[src/rtl/mem_ctrl.sv]
// mem_ctrl: sequences ICache fetches and LSU loads/stores as little-endian
// byte accesses on an 8-bit RAM/I/O bus, returning a one-cycle completion
// pulse to whichever requester was served.
module mem_ctrl #(
    parameter logic [1:0] IO_HI = 2'b11
) (
    input  logic        clockIn,
    input  logic        resetIn,
    input  logic        readyIn,
    input  logic        iFlagIn,
    input  logic [31:0] iAddrIn,
    output logic        iValidOut,
    output logic [31:0] iDataOut,
    input  logic        dFlagIn,
    input  logic        dWriteIn,
    input  logic [1:0]  dSizeIn,
    input  logic [31:0] dAddrIn,
    input  logic [31:0] dDataIn,
    output logic        dValidOut,
    output logic [31:0] dDataOut,
    input  logic [7:0]  memDin,
    output logic [7:0]  memDout,
    output logic [31:0] memAddr,
    output logic        memWr,
    input  logic        ioBufferFull
);

    typedef enum logic [1:0] {IDLE, READ, WRITE, DONE} state_t;

    state_t      state, state_nx;
    logic [31:0] base, base_nx;
    logic [31:0] wdata, wdata_nx;
    logic [2:0]  len, len_nx;
    logic [2:0]  icnt, icnt_nx;     // next byte to issue
    logic [2:0]  ccnt, ccnt_nx;     // next byte to capture
    logic        pend, pend_nx;     // a read byte was issued last cycle
    logic        restart, restart_nx;
    logic        req_d, req_d_nx;   // 1 = LSU owns the transfer
    logic [31:0] rbuf, rbuf_nx;
    logic [31:0] idata, idata_nx;
    logic [31:0] ddata, ddata_nx;

    logic [2:0]  issue_idx;
    logic        do_cap;
    logic        do_issue;
    logic [31:0] byte_addr;
    logic [31:0] rbuf_cap;

    assign iDataOut = idata;
    assign dDataOut = ddata;

    // State and datapath registers; nothing moves while readyIn is low
    // except the restart marker, which remembers that a stall happened.
    always_ff @(posedge clockIn) begin
        if (!resetIn) begin
            state   <= IDLE;
            base    <= '0;
            wdata   <= '0;
            len     <= '0;
            icnt    <= '0;
            ccnt    <= '0;
            pend    <= 1'b0;
            restart <= 1'b0;
            req_d   <= 1'b0;
            rbuf    <= '0;
            idata   <= '0;
            ddata   <= '0;
        end else begin
            state   <= state_nx;
            base    <= base_nx;
            wdata   <= wdata_nx;
            len     <= len_nx;
            icnt    <= icnt_nx;
            ccnt    <= ccnt_nx;
            pend    <= pend_nx;
            restart <= restart_nx;
            req_d   <= req_d_nx;
            rbuf    <= rbuf_nx;
            idata   <= idata_nx;
            ddata   <= ddata_nx;
        end
    end

    // Arbitration, byte sequencing, bus outputs and completion pulses.
    always_comb begin
        state_nx   = state;
        base_nx    = base;
        wdata_nx   = wdata;
        len_nx     = len;
        icnt_nx    = icnt;
        ccnt_nx    = ccnt;
        pend_nx    = pend;
        req_d_nx   = req_d;
        rbuf_nx    = rbuf;
        idata_nx   = idata;
        ddata_nx   = ddata;
        restart_nx = ~readyIn;
        memWr      = 1'b0;
        memAddr    = '0;
        memDout    = '0;
        iValidOut  = 1'b0;
        dValidOut  = 1'b0;

        // After a stall the RAM pipeline is stale: drop the pending capture
        // and re-issue from the first byte not yet captured.
        issue_idx = restart ? ccnt : icnt;
        do_cap    = pend & ~restart;
        do_issue  = (issue_idx < len);
        byte_addr = '0;
        rbuf_cap  = rbuf;
        rbuf_cap[{ccnt[1:0], 3'b000} +: 8] = memDin;

        if (readyIn) begin
            case (state)
                IDLE: begin
                    if (dFlagIn) begin
                        base_nx  = dAddrIn;
                        wdata_nx = dDataIn;
                        case (dSizeIn)
                            2'b00:   len_nx = 3'd1;
                            2'b01:   len_nx = 3'd2;
                            default: len_nx = 3'd4;
                        endcase
                        req_d_nx = 1'b1;
                        state_nx = dWriteIn ? WRITE : READ;
                    end else if (iFlagIn) begin
                        base_nx  = iAddrIn;
                        len_nx   = 3'd4;
                        req_d_nx = 1'b0;
                        state_nx = READ;
                    end
                    icnt_nx = '0;
                    ccnt_nx = '0;
                    pend_nx = 1'b0;
                    rbuf_nx = '0;
                end
                READ: begin
                    if (do_issue) begin
                        byte_addr = base + {29'd0, issue_idx};
                        memAddr   = byte_addr;
                        icnt_nx   = issue_idx + 3'd1;
                    end
                    pend_nx = do_issue;
                    if (do_cap) begin
                        rbuf_nx = rbuf_cap;
                        ccnt_nx = ccnt + 3'd1;
                        if (ccnt == len - 3'd1) begin
                            if (req_d) ddata_nx = rbuf_cap;
                            else       idata_nx = rbuf_cap;
                            state_nx = DONE;
                        end
                    end
                end
                WRITE: begin
                    byte_addr = base + {29'd0, icnt};
                    if (!((byte_addr[17:16] == IO_HI) && ioBufferFull)) begin
                        memWr   = 1'b1;
                        memAddr = byte_addr;
                        memDout = wdata[{icnt[1:0], 3'b000} +: 8];
                        icnt_nx = icnt + 3'd1;
                        if (icnt == len - 3'd1) state_nx = DONE;
                    end
                end
                DONE: begin
                    iValidOut = ~req_d;
                    dValidOut = req_d;
                    state_nx  = IDLE;
                end
                default: state_nx = IDLE;
            endcase
        end
    end

endmodule

[config.mk]
export PLATFORM = sky130hd
export DESIGN_NAME = mem_ctrl
export DESIGN_NICKNAME = d
export VERILOG_FILES = /design/src/rtl/mem_ctrl.sv
export SDC_FILE = /design/constraint.sdc
export NUM_CORES = 1
export LEC_CHECK = 0
export CORE_MARGIN = 1
export CORE_UTILIZATION = 45
export CTS_CLUSTER_DIAMETER = 80
export DETAILED_ROUTE_END_ITERATION = 8
export GPL_ROUTABILITY_DRIVEN = 0
export PLACE_DENSITY = 0.73
export SETUP_SLACK_MARGIN = 0.4
export SYNTH_ARGS = -nofsm -noshare
export SYNTH_HDL_FRONTEND = slang
export SYNTH_SLANG_ARGS = --single-unit
[constraint.sdc]
create_clock -name clockIn -period 8.8 [get_ports clockIn]
set_clock_uncertainty 0.15 [all_clocks]
set_input_delay 1.76 -clock clockIn [delete_from_list [all_inputs] [get_ports clockIn]]
set_output_delay 1.76 -clock clockIn [all_outputs]
set_load 0.03 [all_outputs]
## After elaboration in Yosys (flattened, before gate mapping)

Cells that the tools add are included.

- Add/sub/neg operators: 7
- Magnitude comparators: 1
- Equality and inequality tests: 13
- Shift-type cells: 3
- Multiplexer cells: 39
- Bitwise gates (word level): 4
- Reduce and logical (&&, ||, !) cells: 14

Operator list:

| operator | count |
|---|---|
| 32-bit two-way mux | 6 |
| 32-bit case mux with 2 select lines | 2 |
| 32-bit by 3-bit adder with 32-bit output | 2 |
| 32-bit bitwise mux | 1 |
| 8-bit by 7-bit variable shift with 32-bit output, first input constant | 1 |
| 32-bit by 6-bit indexed part select with 8-bit output | 1 |
| 8-bit by 7-bit indexed part select with 32-bit output | 1 |
| 8-bit two-way mux | 3 |
| 3-bit two-way mux | 6 |
| 2-bit two-way mux | 7 |
| 3-bit case mux with 2 select lines | 2 |
| 2-bit inequality test, second input constant | 5 |
| 5-bit AND reduction | 2 |
| 3-bit by 1-bit adder with 3-bit output, second input constant | 3 |
| 1-bit two-way mux | 9 |
| 3-bit case mux with 3 select lines | 1 |
| 3-bit AND reduction | 3 |
| 2-bit case mux with 4 select lines | 1 |
| 5-bit negation with 7-bit output | 1 |
| 2-bit == test, second input constant | 3 |
| 3-bit == test | 2 |
| 6-bit AND reduction | 1 |
| 2-bit by 1-bit == test with 1-bit output, second input constant | 2 |
| 2-bit logical NOT | 2 |
| 11 further kinds | 14 |

- Register bits after elaboration: 174
- Bits of input ports: 113
- Output and inout bits: 107
- Word-level logic and storage cells: 93

## Depth between registers and ports, before layout

- Word-level depth: 6
- Mapped depth: 12
- Gate-level depth less buffers: 9

## Least setup slack after synthesis

Ideal clock, no wire load.

- Path type: reg-to-output
- Start: reg icnt[1]
- End: out memAddr[5]
- Arrival time: 3.303 ns
- Data required time: 6.890 ns
- Slack: 3.587 ns
- Cell stages (with the launch flop): 10
- Path through: dfxtp_1 > clkbuf_1 > inv_1 > o21ai_0 > ha_1 > a21o_1 > a21oi_1 > nor2_1 > o21a_1 > a211oi_1

- Word-level cells in the longest chain between the ends: 6

Ends and longest elaborated chain:

| item | line | text |
|---|---|---|
| from (decl) | 34 | `logic [2:0] icnt, icnt_nx;` |
| from (signal assigned) | 73 | `icnt <= icnt_nx;` |
| 32-bit by 3-bit adder with 32-bit output | 155 | `byte_addr = base + {29'd0, icnt};` |
| 2-bit == test | 156 | `if (!((byte_addr[17:16] == IO_HI) && ioBufferFull)) begin` |
| 1-bit logical AND | 156 |  |
| 32-bit two-way mux | 156 |  |
| 32-bit case mux with 2 select lines * | 114 | `case (state)` |
| 32-bit two-way mux * | 113 | `if (readyIn) begin` |
| to (decl) | 23 | `output logic [31:0] memAddr,` |

Mark *: on every way between the ends. The rest lies on a longest branch, timed or not.

## Final worst setup path

- Start: reg icnt[1]
- End: out memAddr[16]

Same word-level chain as after synthesis.

==> out/summary.txt <==
Distinct cells, synth = 70
final setup violation count = 0
Post-CTS Repair Setup Buffers = 0
synth cell count leaders = 245 x nand2_1, 174 x dfxtp_1, 91 x o211a_1
post-synth top area cell = dfxtp_1
DR pass1 iterations = 5
crit-path max FO = 17
sequential-to-total area share from yosys stat = 0.360
DP Area = 11,900 µm²
H-tree depth = 4
largest cells by area after synthesis = dfxtp_1 36%, nand2_1 9.5%, o211a_1 9.4%
Critical Path End Type = output pin
Leakage = 5.45 nW
number of port buffers = 219
final wirelength = 26.9 mm
WP data arrival = 4.89 ns
unrepaired setup endpoints after global routing = no
Hold WS = 0.316 ns
cts bufs inserted = 17
CTS tree = built
Slowest-stage cell, CP = clkdlybuf4s50_1
power density over the cells = 153 nW/µm²
Worst Path Buf+Inv = 2
Worst Hold Class = reg2reg
top-count cell post-synth = nand2_1
total power = 1.92 mW
final core utilization = 0.595
Synth Net Count = 1,294
status = finished, final reports clean
Final Net Count = 1,454
Async SR Flop Fraction = 0
initial antenna violation count = 0
root buffer cell = clkbuf_16
fin crit share = 0.773
Die Span Y = 149 µm
Antenna Violating Nets Remaining = 0
worst skew pair latency = 0.43 ns
die footprint = 22,100 µm²
Congestion Overflow GR = 0
row cnt = 53
Max Transition Viols Final = 0
maximum operating frequency = 0.147 GHz
Finished Cell Area = 12,500 µm²
first-pass GRT wire length = 43.2 mm
Post-synth EDFFs = 0
Starting Density = 0.460
Worst VDD drop = 0.000156 V
Layout Area Growth over Synthesis = 29.2%
dpl ws = 2.45 ns
Critical Path Start Type = register
CP cell instances = inv_1 > o21ai_0 > ha_1 > nand3b_1 > and4b_1 > and2_1 > nand2_1 > a21o_1 > o21ai_0 > clkdlybuf4s50_1
Least-Margin Pin Slew = 1.13 ns
Final Hold Fails = 0
Slew headroom = 0.250
fraction of layout cells with a size suffix above 1 = 0.0571
final worst setup slack = 2.00 ns
core area = 21,000 µm²
clk sink count = 174
routed vias/inst = 5.62
drt drc = 0
CTS max path bufs = 2
critical path's top delay family = simple AND/OR/NAND/NOR gates
vias = 9,018
Die X = 149 µm
# resized after CTS = 0
IO Count = 220
CP required = 6.89 ns
share of the synthesized area in the top cell type = 0.360
synthesized area = 9680 µm²
CP most frequent cell = o21ai_0
TNS Setup = 0 ns
Syn Inst Count = 1,158
syn avg cell area = 8.36 µm²
MaxCap Viol Count = 0
# hold bufs at CTS = 0
Inst Count DP = 1,574
GRT Total Usage = 0.245
Clock transition at path regs = 0.07 ns
Worst path max stage delay = 0.74 ns
Post-DP HPWL = 18.8 mm
DRT iter0 DRCs = 713
crit path kind = reg2out
n_diodes = 0
most common flop cell mapped by yosys = dfxtp_1
vias in the first global route = 8,428
Yosys reg bits = 174
non-filler cells, final = 1,605
largest net degree at the start of global routing = 109
drt wl/cell = 16.8 µm
Ys Warns = 0
min cycle time layout = 6.80 ns
per-layer routing:
metal	part of all wire	vias to the layer above	track usage
met5	0	-	0
met4	0.022	0	0.0845
met3	0.076	44	0.0571
met2	0.47	338	0.405
met1	0.43	4219	0.312
li1	-	4417	-
cell type report:
cell class	instances	area, µm²
well taps	275	344
clock inverters	14	151
multi-input cells	871	5740
repair buffers	229	2260
clock buffers	17	425
fillers	1866	8520
inverters	25	93.8
flip-flops and latches	174	3480
tightest hold or removal path: cells and delay by family, from the launching register on:
family / cells / cell delay (ns)
compound gates: 1 / 0.06
simple gates: 1 / 0.05
flops: 1 / 0.31
flip-flops by register name (all words and copies together) (netlist names):
name / count
len: 3
iDataOut: 32
wdata: 32
req_d: 1
dDataOut: 32
rbuf: 32
icnt: 3
restart: 1
ccnt: 3
pend: 1
base: 32
state: 2
placed cells by master (no fill, tap or decap), types with 4 or more instances in the layout:
| cell | instances |
|---|---|
| dfxtp_1 | 174 |
| and4_1 | 5 |
| o21ai_0 | 47 |
| nand3_1 | 30 |
| or3_1 | 4 |
| xnor2_1 | 14 |
| and3_1 | 15 |
| inv_8 | 4 |
| a21boi_0 | 32 |
| nor3_1 | 19 |
| a21o_1 | 5 |
| and2_1 | 40 |
| ha_1 | 21 |
| o211a_1 | 91 |
| nor4_1 | 4 |
| clkbuf_16 | 17 |
| a311oi_1 | 7 |
| mux2i_1 | 37 |
| inv_1 | 24 |
| nand4_1 | 8 |
| nor2_1 | 32 |
| clkdlybuf4s50_1 | 217 |
| mux4_2 | 8 |
| a31oi_1 | 11 |
| mux2_2 | 5 |
| o32ai_1 | 8 |
| a21oi_1 | 50 |
| nor2b_1 | 47 |
| nand2_1 | 245 |
| xor2_1 | 17 |
| o22ai_1 | 14 |
| buf_4 | 11 |
where the power goes:
group	switching, mW	internal (mW)
sequential	0.0514	0.821
combinational	0.163	0.138
clock	0.344	0.400
worst paths after layout:
kind,start,endpoint,slack (ns),depth (start not counted)
worst min register to register,wdata[26],wdata[26],0.32,2
worst min-delay path,wdata[26],wdata[26],0.32,2
worst max-delay path,icnt[1],memAddr[16],2.00,10
worst max register to register,icnt[1],icnt[0],4.96,9
cells by family (layout without fill, tap and decap cells):
family	count (synthesis)	count (layout)	share of synthesized area
DFF	174	174	0.360
AOI/OAI and AO/OA	296	296	0.233
and+or+nand+nor	470	470	0.234
muxes	50	50	0.0627
adders and majority gates	23	23	0.0313
buffers and inverters	113	285	0.0489
xor gates and xnor gates	32	32	0.0304
(Power assumes the default switching activity.)
